--- src/rtl/pic_multi.sv ---
// pic_multi: parametrised programmable interrupt controller.
//
// Gathers NUM_IRQ interrupt request lines (each edge- or level-triggered),
// selects the highest-priority pending, unmasked request (fixed or rotating
// priority, with in-service blocking) and presents it to the CPU as
// intr + an 8-bit vector (vector_base + index). Configuration and status
// live in directly addressed 16-bit registers on the data_m bus.
//
// Ports:
//   clk, reset        clock; synchronous active-high reset
//   cs, data_m_*      peripheral bus: 3-bit word address, 16-bit write/read
//                     data, 2 byte enables, wr_en, access strobe, ack
//   intr_in           interrupt request lines (NUM_IRQ wide)
//   irq               vector presented while intr is high
//   intr              interrupt request to the CPU
//   inta              single-cycle interrupt acknowledge from the CPU
//
// Handshakes:
//   Bus: an access is taken in every cycle where cs & data_m_access is high;
//   data_m_ack follows one cycle later and, for reads, data_m_data_out carries
//   the register value in that same cycle (0 in every other cycle). There is
//   no back-pressure: every access is accepted.
//   CPU: intr high means irq holds a valid vector. inta is honoured only when
//   it coincides with intr high; it services the vector currently presented
//   and forces intr low in the following cycle. inta while intr is low is
//   ignored.
//
// Register map (word index):
//   0 CTRL  [0] enable, [1] auto_eoi, [2] rotate, [15:8] vector_base
//   1 MASK  1 = masked
//   2 MODE  1 = level, 0 = edge
//   3 IRR   read; writing 1 clears an edge-pending bit
//   4 ISR   read only
//   5 EOI   write only; [8]=1 specific (index [3:0]), [8]=0 non-specific
//   6,7     read 0, writes ignored
module pic_multi #(
  parameter int         NUM_IRQ      = 8,
  parameter logic [7:0] VECTOR_RESET = 8'h08
) (
  input  logic               clk,
  input  logic               reset,
  input  logic               cs,
  input  logic [2:0]         data_m_addr,
  input  logic [15:0]        data_m_data_in,
  output logic [15:0]        data_m_data_out,
  input  logic [1:0]         data_m_bytesel,
  input  logic               data_m_wr_en,
  input  logic               data_m_access,
  output logic               data_m_ack,
  input  logic [NUM_IRQ-1:0] intr_in,
  output logic [7:0]         irq,
  output logic               intr,
  input  logic               inta
);

  localparam logic [3:0] LAST_IDX = 4'(NUM_IRQ - 1);

  // Configuration
  logic               enable;
  logic               auto_eoi;
  logic               rotate;
  logic [7:0]         vector_base;
  logic [NUM_IRQ-1:0] mask;
  logic [NUM_IRQ-1:0] mode;

  // Interrupt state
  logic [NUM_IRQ-1:0] irr;
  logic [NUM_IRQ-1:0] isr;
  logic [NUM_IRQ-1:0] intr_last;
  logic [3:0]         last_serviced;
  logic [3:0]         irq_idx;       // index behind the presented vector

  // Bus decode
  logic        bus_acc;
  logic        bus_wr;
  logic        bus_rd;
  logic [15:0] rd_data;
  logic        eoi_wr;
  logic        eoi_specific;
  logic [3:0]  eoi_sel;

  // Priority resolution
  logic [NUM_IRQ-1:0] edge_det;
  logic [3:0]         start_idx;
  logic               win_found;
  logic [3:0]         win_idx;
  logic               blocked;
  logic               winner_valid;
  logic               eoi_found;
  logic [3:0]         eoi_idx;
  logic               serve;
  logic [NUM_IRQ-1:0] irr_next;
  logic [NUM_IRQ-1:0] isr_next;

  // Position k in the priority order starting at base, wrapping at NUM_IRQ.
  function automatic int wrap_idx(input int base, input int k);
    int s;
    s = base + k;
    if (s >= NUM_IRQ) s = s - NUM_IRQ;
    return s;
  endfunction

  assign bus_acc      = cs & data_m_access;
  assign bus_wr       = bus_acc & data_m_wr_en;
  assign bus_rd       = bus_acc & ~data_m_wr_en;
  assign eoi_wr       = bus_wr & (data_m_addr == 3'd5) & (|data_m_bytesel);
  assign eoi_specific = data_m_bytesel[1] & data_m_data_in[8];
  assign eoi_sel      = data_m_bytesel[0] ? data_m_data_in[3:0] : 4'd0;
  assign edge_det     = intr_in & ~intr_last;
  assign serve        = inta & intr;

  always_comb begin
    rd_data = 16'h0000;
    case (data_m_addr)
      3'd0:    rd_data = {vector_base, 5'b00000, rotate, auto_eoi, enable};
      3'd1:    rd_data = 16'(mask);
      3'd2:    rd_data = 16'(mode);
      3'd3:    rd_data = 16'(irr);
      3'd4:    rd_data = 16'(isr);
      default: rd_data = 16'h0000;
    endcase
  end

  // In rotate mode the most recently serviced input becomes lowest priority.
  always_comb begin
    start_idx = 4'd0;
    if (rotate) begin
      if (last_serviced >= LAST_IDX) start_idx = 4'd0;
      else                           start_idx = last_serviced + 4'd1;
    end
  end

  always_comb begin
    win_found = 1'b0;
    win_idx   = 4'd0;
    eoi_found = 1'b0;
    eoi_idx   = 4'd0;
    blocked   = 1'b0;
    for (int k = 0; k < NUM_IRQ; k++) begin
      if (!win_found && irr[wrap_idx(int'(start_idx), k)]) begin
        win_found = 1'b1;
        win_idx   = 4'(wrap_idx(int'(start_idx), k));
      end
      if (!eoi_found && isr[wrap_idx(int'(start_idx), k)]) begin
        eoi_found = 1'b1;
        eoi_idx   = 4'(wrap_idx(int'(start_idx), k));
      end
    end
    // Fixed mode: in-service bits at the winner's index or below (higher
    // priority) block it. Rotate mode: any in-service bit blocks.
    for (int j = 0; j < NUM_IRQ; j++) begin
      if (isr[j] && (rotate || j <= int'(win_idx))) blocked = 1'b1;
    end
    winner_valid = win_found & ~blocked;
  end

  // IRR: level inputs follow the line; edge inputs are sticky. A new edge
  // overrides both the bus write-clear and the inta clear in the same cycle.
  always_comb begin
    irr_next = irr;
    for (int i = 0; i < NUM_IRQ; i++) begin
      if (mode[i]) begin
        irr_next[i] = intr_in[i] & ~mask[i];
      end else begin
        if (bus_wr && data_m_addr == 3'd3 && data_m_bytesel[i / 8] && data_m_data_in[i])
          irr_next[i] = 1'b0;
        if (serve && int'(irq_idx) == i)
          irr_next[i] = 1'b0;
        if (edge_det[i] && !mask[i])
          irr_next[i] = 1'b1;
      end
    end
  end

  // ISR: EOI clears first, then an inta set on the same bit wins.
  always_comb begin
    isr_next = isr;
    if (eoi_wr) begin
      for (int i = 0; i < NUM_IRQ; i++) begin
        if (eoi_specific) begin
          if (int'(eoi_sel) == i) isr_next[i] = 1'b0;
        end else if (eoi_found && int'(eoi_idx) == i) begin
          isr_next[i] = 1'b0;
        end
      end
    end
    if (serve && !auto_eoi) begin
      for (int i = 0; i < NUM_IRQ; i++) begin
        if (int'(irq_idx) == i) isr_next[i] = 1'b1;
      end
    end
  end

  always_ff @(posedge clk) begin
    if (reset) begin
      data_m_data_out <= 16'h0000;
      data_m_ack      <= 1'b0;
      intr            <= 1'b0;
      irq             <= 8'h00;
      irq_idx         <= 4'd0;
      enable          <= 1'b0;
      auto_eoi        <= 1'b0;
      rotate          <= 1'b0;
      vector_base     <= VECTOR_RESET;
      mask            <= '1;
      mode            <= '0;
      irr             <= '0;
      isr             <= '0;
      intr_last       <= '0;
      last_serviced   <= LAST_IDX;
    end else begin
      data_m_ack      <= bus_acc;
      data_m_data_out <= bus_rd ? rd_data : 16'h0000;
      intr_last       <= intr_in;

      if (bus_wr && data_m_addr == 3'd0) begin
        if (data_m_bytesel[0]) begin
          enable   <= data_m_data_in[0];
          auto_eoi <= data_m_data_in[1];
          rotate   <= data_m_data_in[2];
        end
        if (data_m_bytesel[1]) vector_base <= data_m_data_in[15:8];
      end

      for (int i = 0; i < NUM_IRQ; i++) begin
        if (bus_wr && data_m_addr == 3'd1 && data_m_bytesel[i / 8])
          mask[i] <= data_m_data_in[i];
        if (bus_wr && data_m_addr == 3'd2 && data_m_bytesel[i / 8])
          mode[i] <= data_m_data_in[i];
      end

      irr <= irr_next;
      isr <= isr_next;
      if (serve) last_serviced <= irq_idx;

      // The acknowledge cycle always drops intr; the next cycle re-evaluates.
      intr <= enable & ~inta & winner_valid;
      if (winner_valid) begin
        irq     <= vector_base + {4'b0000, win_idx};
        irq_idx <= win_idx;
      end
    end
  end

endmodule

--- config.mk ---
export PLATFORM = sky130hd
export DESIGN_NAME = pic_multi
export DESIGN_NICKNAME = d
export VERILOG_FILES = /design/src/rtl/pic_multi.sv
export SDC_FILE = /design/constraint.sdc
export NUM_CORES = 1
export LEC_CHECK = 0
export ABC_AREA = 1
export BUFFER_PORTS_ARGS = -buffer_cell sky130_fd_sc_hd__buf_2
export CAP_MARGIN = 20
export CORE_ASPECT_RATIO = 1.25
export CORE_MARGIN = 3
export CORE_UTILIZATION = 54
export DETAILED_ROUTE_END_ITERATION = 12
export PLACE_DENSITY = 0.89
export SETUP_SLACK_MARGIN = 0.02
export SLEW_MARGIN = 20
export SYNTH_ARGS = -nofsm -noshare
export SYNTH_HDL_FRONTEND = slang
export SYNTH_SLANG_ARGS = --single-unit
--- constraint.sdc ---
create_clock -name clk -period 4.1 [get_ports clk]
set_input_delay 0.41 -clock clk [delete_from_list [all_inputs] [get_ports clk]]
set_output_delay 0.41 -clock clk [all_outputs]
set_load 0.01 [all_outputs]
---- Word level (Yosys, flattened, before mapping) ----
Cells that the tools add are included.
W data, S select, Z words.
word-level totals
  logic and storage cells ................. 394
  register bits ........................... 85
operators by class
  order comparisons ....................... 24
  bitwise logic cells ..................... 32
  $add $sub $neg .......................... 17
  reduce and logical (&&, ||, !) cells .... 107
  equal/unequal tests ..................... 26
  mux-type cells .......................... 166
operators by type and width
  operator               count
  $lt A32 B5 Y1 const B  8
  $mux W32               8
  $mux W1                120
  $pmux W16 S5           1
  $mux W4                19
  $logic_and A1 B1 Y1    61
  $bmux W1 S3            16
  $eq A4 B4 Y1 const B   12
  $sub A5 B4 Y6 const B  7
  $ge A5 B4 Y1 const B   7
  $reduce_bool A4 Y1     8
  $eq A4 B3 Y1 const B   6
  $logic_not A1 Y1       23
  $add A4 B3 Y5 const B  4
  $and A1 B1 Y1          18
  $le A3 B4 Y1 const A   4
  $mux W8                2
  $eq A4 B2 Y1 const B   3
  $logic_not A4 Y1       3
  $not A1 Y1             12
  $add A4 B2 Y5 const B  2
  $add A8 B4 Y8          1
  $and A8 B8 Y8          1
  $le A2 B4 Y1 const A   2
  14 further kinds       24

---- Longest topological paths before layout ----
Gate-level depths: netlist (run 1).
  word-level depth ........................ 43
  gate-level depth with buffers ........... 33
  mapped depth without buffers ............ 30

---- Worst setup path after synthesis (run 1) ----
OpenSTA, ideal clock, no wires.
  kind .................................... flip-flop to flip-flop
  start point ............................. register last_serviced[0]
  end point ............................... register irq[6]
  cell stages (with the launch flop) ...... 28
  required time ........................... 3.985 ns
  arrival ................................. 4.038 ns
  slack ................................... -0.053 ns
  cell sequence ........................... dfxtp_1 -> ha_1 -> nand2_2 -> nand3_2 -> clkbuf_1 -> ha_1 -> clkbuf_1 -> inv_1 -> buf_2 -> nand3_1 -> nand2_1 -> nand2_1 -> nand2_2 -> nand4_2 -> nor2_4 -> nand3_2 -> nand2_1 -> nand2_2 -> nand2_4 -> ha_1 -> fa_1 -> a31oi_1 -> or2_2 -> nor2_1 -> xor2_1 -> nand3_1 -> nand2_1 -> nor2_1
between the ends
  cells in the longest elaborated chain, start to end .. 42
RTL lines
  element                                                 line      RTL
  from (decl)                                             70        logic [3:0] last_serviced;
  from (signal assigned)                                  234       if (serve) last_serviced <= irq_idx;
  $add A4 B1 Y4 / $ge A4 B3 Y1 (equally long branches)    129, 128
  $mux W4 *                                               128       if (last_serviced >= LAST_IDX) start_idx = 4'd0;
  $mux W4 *                                               127       if (rotate) begin
  branches (longest 26 deep; another with $sub A5 B4 Y6)  --
  $mux W4 *                                               140       if (!win_found && irr[wrap_idx(int'(start_idx), k)]) begin
  net win_idx[0]                                          86        logic [3:0] win_idx;
  $le A1 B4 Y1                                            152       if (isr[j] && (rotate || j <= int'(win_idx))) blocked = 1'b1;
  $logic_or A1 B1 Y1                                      152
  $logic_and A1 B1 Y1                                     152
  $mux W1 (7 in a row)                                    152
  $not A1 Y1                                              154       winner_valid = win_found & ~blocked;
  $and A1 B1 Y1                                           154
  to (signal assigned)                                    239       irq <= vector_base + {4'b0000, win_idx};
  to (decl)                                               51        output logic [7:0] irq,
Mark *: on every way through the listed nets, which the timed path passes. The select of a mux whose other input is x is not followed.
A chain may end at the register's enable or synchronous reset.

---- Worst setup path in the final report (run 1) ----
  start point ............................. register last_serviced[1]
  end point ............................... register irq[6]
Same word-level chain as after synthesis.

==> results.yml, run 1 <==
run_status:
  status: "complete, no violations"
global_routing:
  grt_max_degree: 42
  overflow: 0
  track_usage_pct: 30.18
  grt_pass1_vias: 6193
  antenna_found_initial: 0
  grt_pass1_wl_mm: 29.58
yosys:
  synth_top_family_by_area: "simple AND/OR/NAND/NOR gates"
  synth_simple_gate_area_share_pct: 43.09
  muxShareOfSynthArea_pct: 0
  yosys.area_share.adder_pct: 3.548
  synth_nets: 955
  synth_cell_types: 52
  synth_area_leaders: "dfxtp_1, nand2_1, nand3_1, nor2_1, inv_1"
  yosysSeqAreaShare_pct: 29.07
  syn_area_um2: 5854
  syn-mean-instance-area_um2: 6.476
  synth_compound_area_share_pct: 14.55
  synth_commonest_cells: "nand2_1, nand3_1, nor2_1"
  ys_async_sr_fraction_pct: 0
  netlist_instances: 904
  ys_ff_latch: 85
  synth.most_common_cell: "nand2_1"
  synth_top_area_share_pct: 29.07
  synth-xor-area-share_pct: 0.7480
  synth_edf_count: 0
  yosys_warnings: 0
  synthFlopType: "dfxtp_1"
  yosys.area.top_type: "dfxtp_1"
timing:
  rsz0062_at_grt: "no"
  finalSetupTns_ns: 0
  worst_slew_pin_slew_ns: 0.7080
  min_period_ns: 3.793
  min_period_over_period_pct: 92.52
  setup_viol: 0
  relSlewSlack_pct: 52.37
  whs_ns: 0.2802
  final-max-slew-violation-count: 0
  fmax_mhz: 263.6
  hold_viol: 0
  finClkSkew_ns: 0.005154
finish:
  drive_above_1_share_pct: 17.13
  stdcell_area_um2: 6720
  n_fill_cell: 854
  area_growth_pct: 14.79
  diodes: 0
  regArea_um2: 1705
  multi_input_area_um2: 3716
  nets: 1015
  final_core_util_pct: 65.17
floorplan:
  ios: 61
  die_x_um: 99.13
  initial_core_util_pct: 56.78
  dieArea_um2: 12130
  die_h_um: 122.4
  coreArea_um2: 10310
  placementRows: 41
critical_path:
  critPathCaptureType: "register"
  cp_max_fo: 20
  crit_required_ns: 4.33
  crit_path_start: "last_serviced[1]$_SDFFE_PP1P_"
  timing.rr.start: "last_serviced[1]$_SDFFE_PP1P_"
  criticalPathCategory: "register to register"
  startpoint_type: "register"
  worst_ep_arrival_time_ns: 4.03
power:
  p_sw_share_pct: 22.93
  power_w: 0.001855
  p_int_w: 0.001429
  irDropWorstVdd_mv: 0.3095
  p_sw_w: 0.0004253
  leakagePower_nw: 3.109
  clkPwrFrac_pct: 48.5
  sequentialPowerShare_pct: 45.5
  power_density_nw_per_um2: 276.0
  p_comb_share_pct: 6.0
drt:
  detail_route.iter0.violations: 698
  antenna_left: 0
  route.detailed.drc: 0
  via_per_inst: 6.052
  wire_per_inst_um: 16.90
  wirelength_mm: 18.56
  first_pass_iters: 5
  vias: 6645
clocking:
  worstSkewPairLatency_ns: 0.34
  hold_buffers: 0
  clock-sinks: 85
  clock_path_buffers: 2
  cts_tree: "built"
  clk_pin_slew_ns: 0.07
  cts_root_buf: "clkbuf_16"
  numCtsBuffers: 9
  htreeDepth: 3
placed_design:
  place_hpwl_mm: 13.66
  port_buffers: 60
  gp_congestion: 1.094
  dpl-instance-area_um2: 6256
job:
  cap_violations: 0
worst_hold_path:
  hold_class: "input port to register"
  hp-start: "intr_in[5]"
[stage by stage]
stage / cells / setup WS, ns
6_report: 1098 / 0.3066
5_1_grt: 1098 / 0.002622
4_1_cts: 1096 / 0.1546
3_5_place_dp: 1080 / 0.1847
3_3_place_gp: 1080 / 0.3062
2_1_floorplan: 904 / 0.04821
[area by class of cell]
cell class / count / area share (%)
clock inverters: 6 / 1.396
well taps: 129 / 2.402
clock buffers: 10 / 3.556
flip-flops and latches: 85 / 25.38
multi-input cells: 696 / 55.30
repair buffers: 76 / 6.591
inverters: 96 / 5.381
[worst max-delay path: stages, from the launching register on]
cell     delay [ns]
dfxtp_1        0.41
ha_4           0.17
nand2_2        0.09
nand3_4        0.13
buf_8          0.19
ha_1           0.29
inv_2          0.10
nand3_1        0.08
nand2_1        0.12
nand3_2        0.15
nor2_4         0.20
nand4_1        0.12
nand3_1        0.10
nand2_1        0.11
nand2_4        0.13
ha_2           0.20
fa_2           0.22
a31oi_1        0.10
or2_2          0.30
nor2_1         0.12
xor2_1         0.16
nand3_1        0.09
nand2_1        0.08
nor2_1         0.04
[per-layer routing]
| metal | vias to the layer above | track usage, % | routed length, µm |
|---|---|---|---|
| li1 | 3156 | - | - |
| met1 | 2952 | 36.02 | 6811 |
| met2 | 435 | 49.45 | 8713 |
| met3 | 102 | 5.571 | 1815 |
| met4 | 0 | 19.90 | 1220 |
| met5 | - | 0 | 0 |
[cell usage in the layout (no fill, tap or decap), types with 12 or more instances in the layout]
cell type  instances
nand2_1          226
nand3_1          121
nor2_1            89
inv_1             84
dfxtp_1           82
buf_2             60
a21oi_1           53
o21ai_0           30
nand2_2           19
nand4_1           18
nor3_1            14
o22ai_1           13
buf_4             12
[registers in the layout, summed over array words and instances, names as in the netlist]
| name | count |
|---|---|
| enable | 1 |
| auto_eoi | 1 |
| vector_base | 8 |
| irr | 8 |
| mode | 8 |
| isr | 8 |
| data_m_ack | 1 |
| last_serviced | 4 |
| intr_last | 8 |
| intr | 1 |
| data_m_data_out | 16 |
| rotate | 1 |
| irq | 8 |
| irq_idx | 4 |
| mask | 8 |
[logic make-up after synthesis]
group,Yosys count
compound gates,141
flops,85
buf+inv,123
fa+ha+maj,16
simple gates,534
xor+xnor,5
[power by group through the flow]
stage | combinational (W) | clock (W) | sequential, W
after floorplan | 0.0000610 | 0 | 0.000862
after CTS | 0.000108 | 0.000893 | 0.000843
after global placement | 0.000103 | 0 | 0.000861
after detailed placement | 0.000105 | 0 | 0.000862
final | 0.000112 | 0.000899 | 0.000844
after global routing | 0.000123 | 0.000931 | 0.000844
[repair_timing]
action                                  in CTS  in global routing
endpoints found under the setup margin       0                  5
setup buffers                                0                  2
resized for setup                            0                 26
[final timing paths]
path	endpoint	slack, ns	cells after the start
max	irq[6]$_SDFFE_PP0P_	0.31	23
min	intr_last[5]$_SDFF_PP0_	0.28	3
max reg2reg	irq[6]$_SDFFE_PP0P_	0.31	23
min reg2reg	isr[3]$_SDFF_PP0_	0.49	2
Note: power is estimated with default switching activity, not from simulation.
==> run 2, diff against run 1 <==
--- a/config.mk
+++ b/config.mk
@@ -8,9 +8,11 @@
 export ABC_AREA = 1
 export BUFFER_PORTS_ARGS = -buffer_cell sky130_fd_sc_hd__buf_2
 export CAP_MARGIN = 20
+export CELL_PAD_IN_SITES_DETAIL_PLACEMENT = 0
+export CELL_PAD_IN_SITES_GLOBAL_PLACEMENT = 1
 export CORE_ASPECT_RATIO = 1.25
 export CORE_MARGIN = 3
-export CORE_UTILIZATION = 54
+export CORE_UTILIZATION = 38
 export DETAILED_ROUTE_END_ITERATION = 12
 export PLACE_DENSITY = 0.89
 export SETUP_SLACK_MARGIN = 0.02
==> results.yml, run 2 (same netlist as run 1, synthesis figures left out) <==
critical_path:
  worst_ep_arrival_time_ns: 4.03
  startpoint_type: "register"
  crit_top_cell: "nand2_1"
  criticalPathCategory: "register to register"
  crit_required_ns: 4.34
  slowest_stage: "dfxtp_1"
  critPathCaptureType: "register"
  cp_max_fo: 20
  critical-path-max-stage-delay_ns: 0.38
finish:
  n_fill_cell: 1614
  final_cell_mix: "nand2_1, nand3_1, nor2_1"
  nets: 1019
  fin_cells: 1155
  largest_reg_flops: 16
  final_common_cell: "nand2_1"
  regMostFlops: "data_m_data_out"
  area_growth_pct: 16.39
  drive_above_1_share_pct: 16.96
  diodes: 0
timing:
  finalSetupTns_ns: 0
  fin_ws_ns: 0.3096
  fmax_mhz: 263.8
  worst_slew_pin_slew_ns: 0.7363
  relSlewSlack_pct: 50.76
  min_period_ns: 3.790
  final-max-slew-violation-count: 0
  finClkSkew_ns: 0.006584
  min_period_over_period_pct: 92.45
  whs_ns: 0.2890
  setup_viol: 0
  hold_viol: 0
floorplan:
  coreArea_um2: 15010
  dieArea_um2: 16940
  placementRows: 50
  initial_core_util_pct: 38.99
  die_x_um: 117.0
  ios: 61
  die_h_um: 144.8
power:
  p_comb_share_pct: 6.0
  clkPwrFrac_pct: 48.2
  irDropWorstVdd_mv: 0.2632
  p_sw_share_pct: 23.02
  p_sw_w: 0.0004230
  power_density_nw_per_um2: 269.7
  leakagePower_nw: 3.115
  sequentialPowerShare_pct: 45.9
  p_int_w: 0.001415
clocking:
  clock_path_buffers: 2
  worstSkewPairLatency_ns: 0.34
  clk_pin_slew_ns: 0.07
  cts_tree: "built"
  clock-sinks: 85
  htreeDepth: 3
  cts_root_buf: "clkbuf_16"
  numCtsBuffers: 9
  hold_buffers: 0
drt:
  route.detailed.drc: 0
  detail_route.iter0.violations: 407
  wirelength_mm: 18.53
  vias: 6191
  first_pass_iters: 5
  antenna_left: 0
  via_per_inst: 5.360
  wire_per_inst_um: 16.04
global_routing:
  grtUsageMet1_pct: 26.94
  grt_pass1_vias: 5833
  overflow: 0
  grt_pass1_wl_mm: 29.35
  grt-busiest-layer: "met2"
  track_usage_pct: 22.04
  antenna_found_initial: 0
  grtUsageMet2_pct: 37.73
  met3_usage_pct: 2.329
  grt_max_degree: 35
placed_design:
  port_buffers: 60
  place_hpwl_mm: 14.51
  gp_congestion: 0.9830
  dp_cells: 1137
  dpl_worst_slack_ns: 0.2381
worst_hold_path:
  hold_class: "input port to register"
run_status:
  status: "complete, no violations"
job:
  cap_violations: 0
==> run 2: metal layers <==
layer / wire length, µm / up-vias
met2: 9006 / 212
li1: - / 3156
met3: 959 / 50
met4: 950 / 0
met5: 0 / -
met1: 7608 / 2773
==> run 2: repair_timing <==
| action | CTS | global route |
|---|---|---|
| setup endpoints to repair | 0 | 3 |
| buffers inserted | 0 | 2 |
| resized for setup | 0 | 25 |
| endpoints found under the hold margin | 0 | 0 |
==> run 2: final timing paths <==
path | startpoint | to | slack, ns | cells after the start
max | last_serviced[0]$_SDFFE_PP1P_ | irq[6]$_SDFFE_PP0P_ | 0.31 | 25
min reg2reg | irq[3]$_SDFFE_PP0P_ | irq[3]$_SDFFE_PP0P_ | 0.48 | 2
max reg2reg | last_serviced[0]$_SDFFE_PP1P_ | irq[6]$_SDFFE_PP0P_ | 0.31 | 25
min | intr_in[5] | intr_last[5]$_SDFF_PP0_ | 0.29 | 3
==> run 2: critical path: cells and delay by family (launching register included) <==
kind / cells / cell delay (ns)
xor gates and xnor gates: 1 / 0.15
AOI/OAI and AO/OA: 1 / 0.09
buffers and inverters: 3 / 0.30
adders and majority gates: 4 / 0.88
DFF: 1 / 0.38
and+or+nand+nor: 16 / 1.86
==> run 2: cell type report <==
class	count	area, µm²	share of cell area (%)
well taps	182	227.7	3.342
inverters	96	364.1	5.343
repair buffers	80	486.7	7.143
clock inverters	6	96.34	1.414
flip-flops and latches	85	1703	24.99
clock buffers	10	229.0	3.360
multi-input cells	696	3707	54.41
==> run 2: through the flow <==
stage | cell area [µm²] | power, W | utilization [%]
after global routing | 6814 | 0.001890 | 45.38
after detailed placement | 6352 | 0.0009690 | 42.31
final | 6814 | 0.001838 | 45.38
after floorplan | 5856 | 0.0009229 | -
after CTS | 6678 | 0.001839 | 44.47
after global placement | 6352 | 0.0009687 | 42.31
==> run 2: power groups by stage <==
stage	clock network [W]	logic [W]	registers, W
after floorplan	0	0.0000610	0.000862
after global placement	0	0.000107	0.000861
after detailed placement	0	0.000108	0.000861
after CTS	0.000888	0.000108	0.000843
after global routing	0.000922	0.000124	0.000844
final	0.000885	0.000110	0.000843
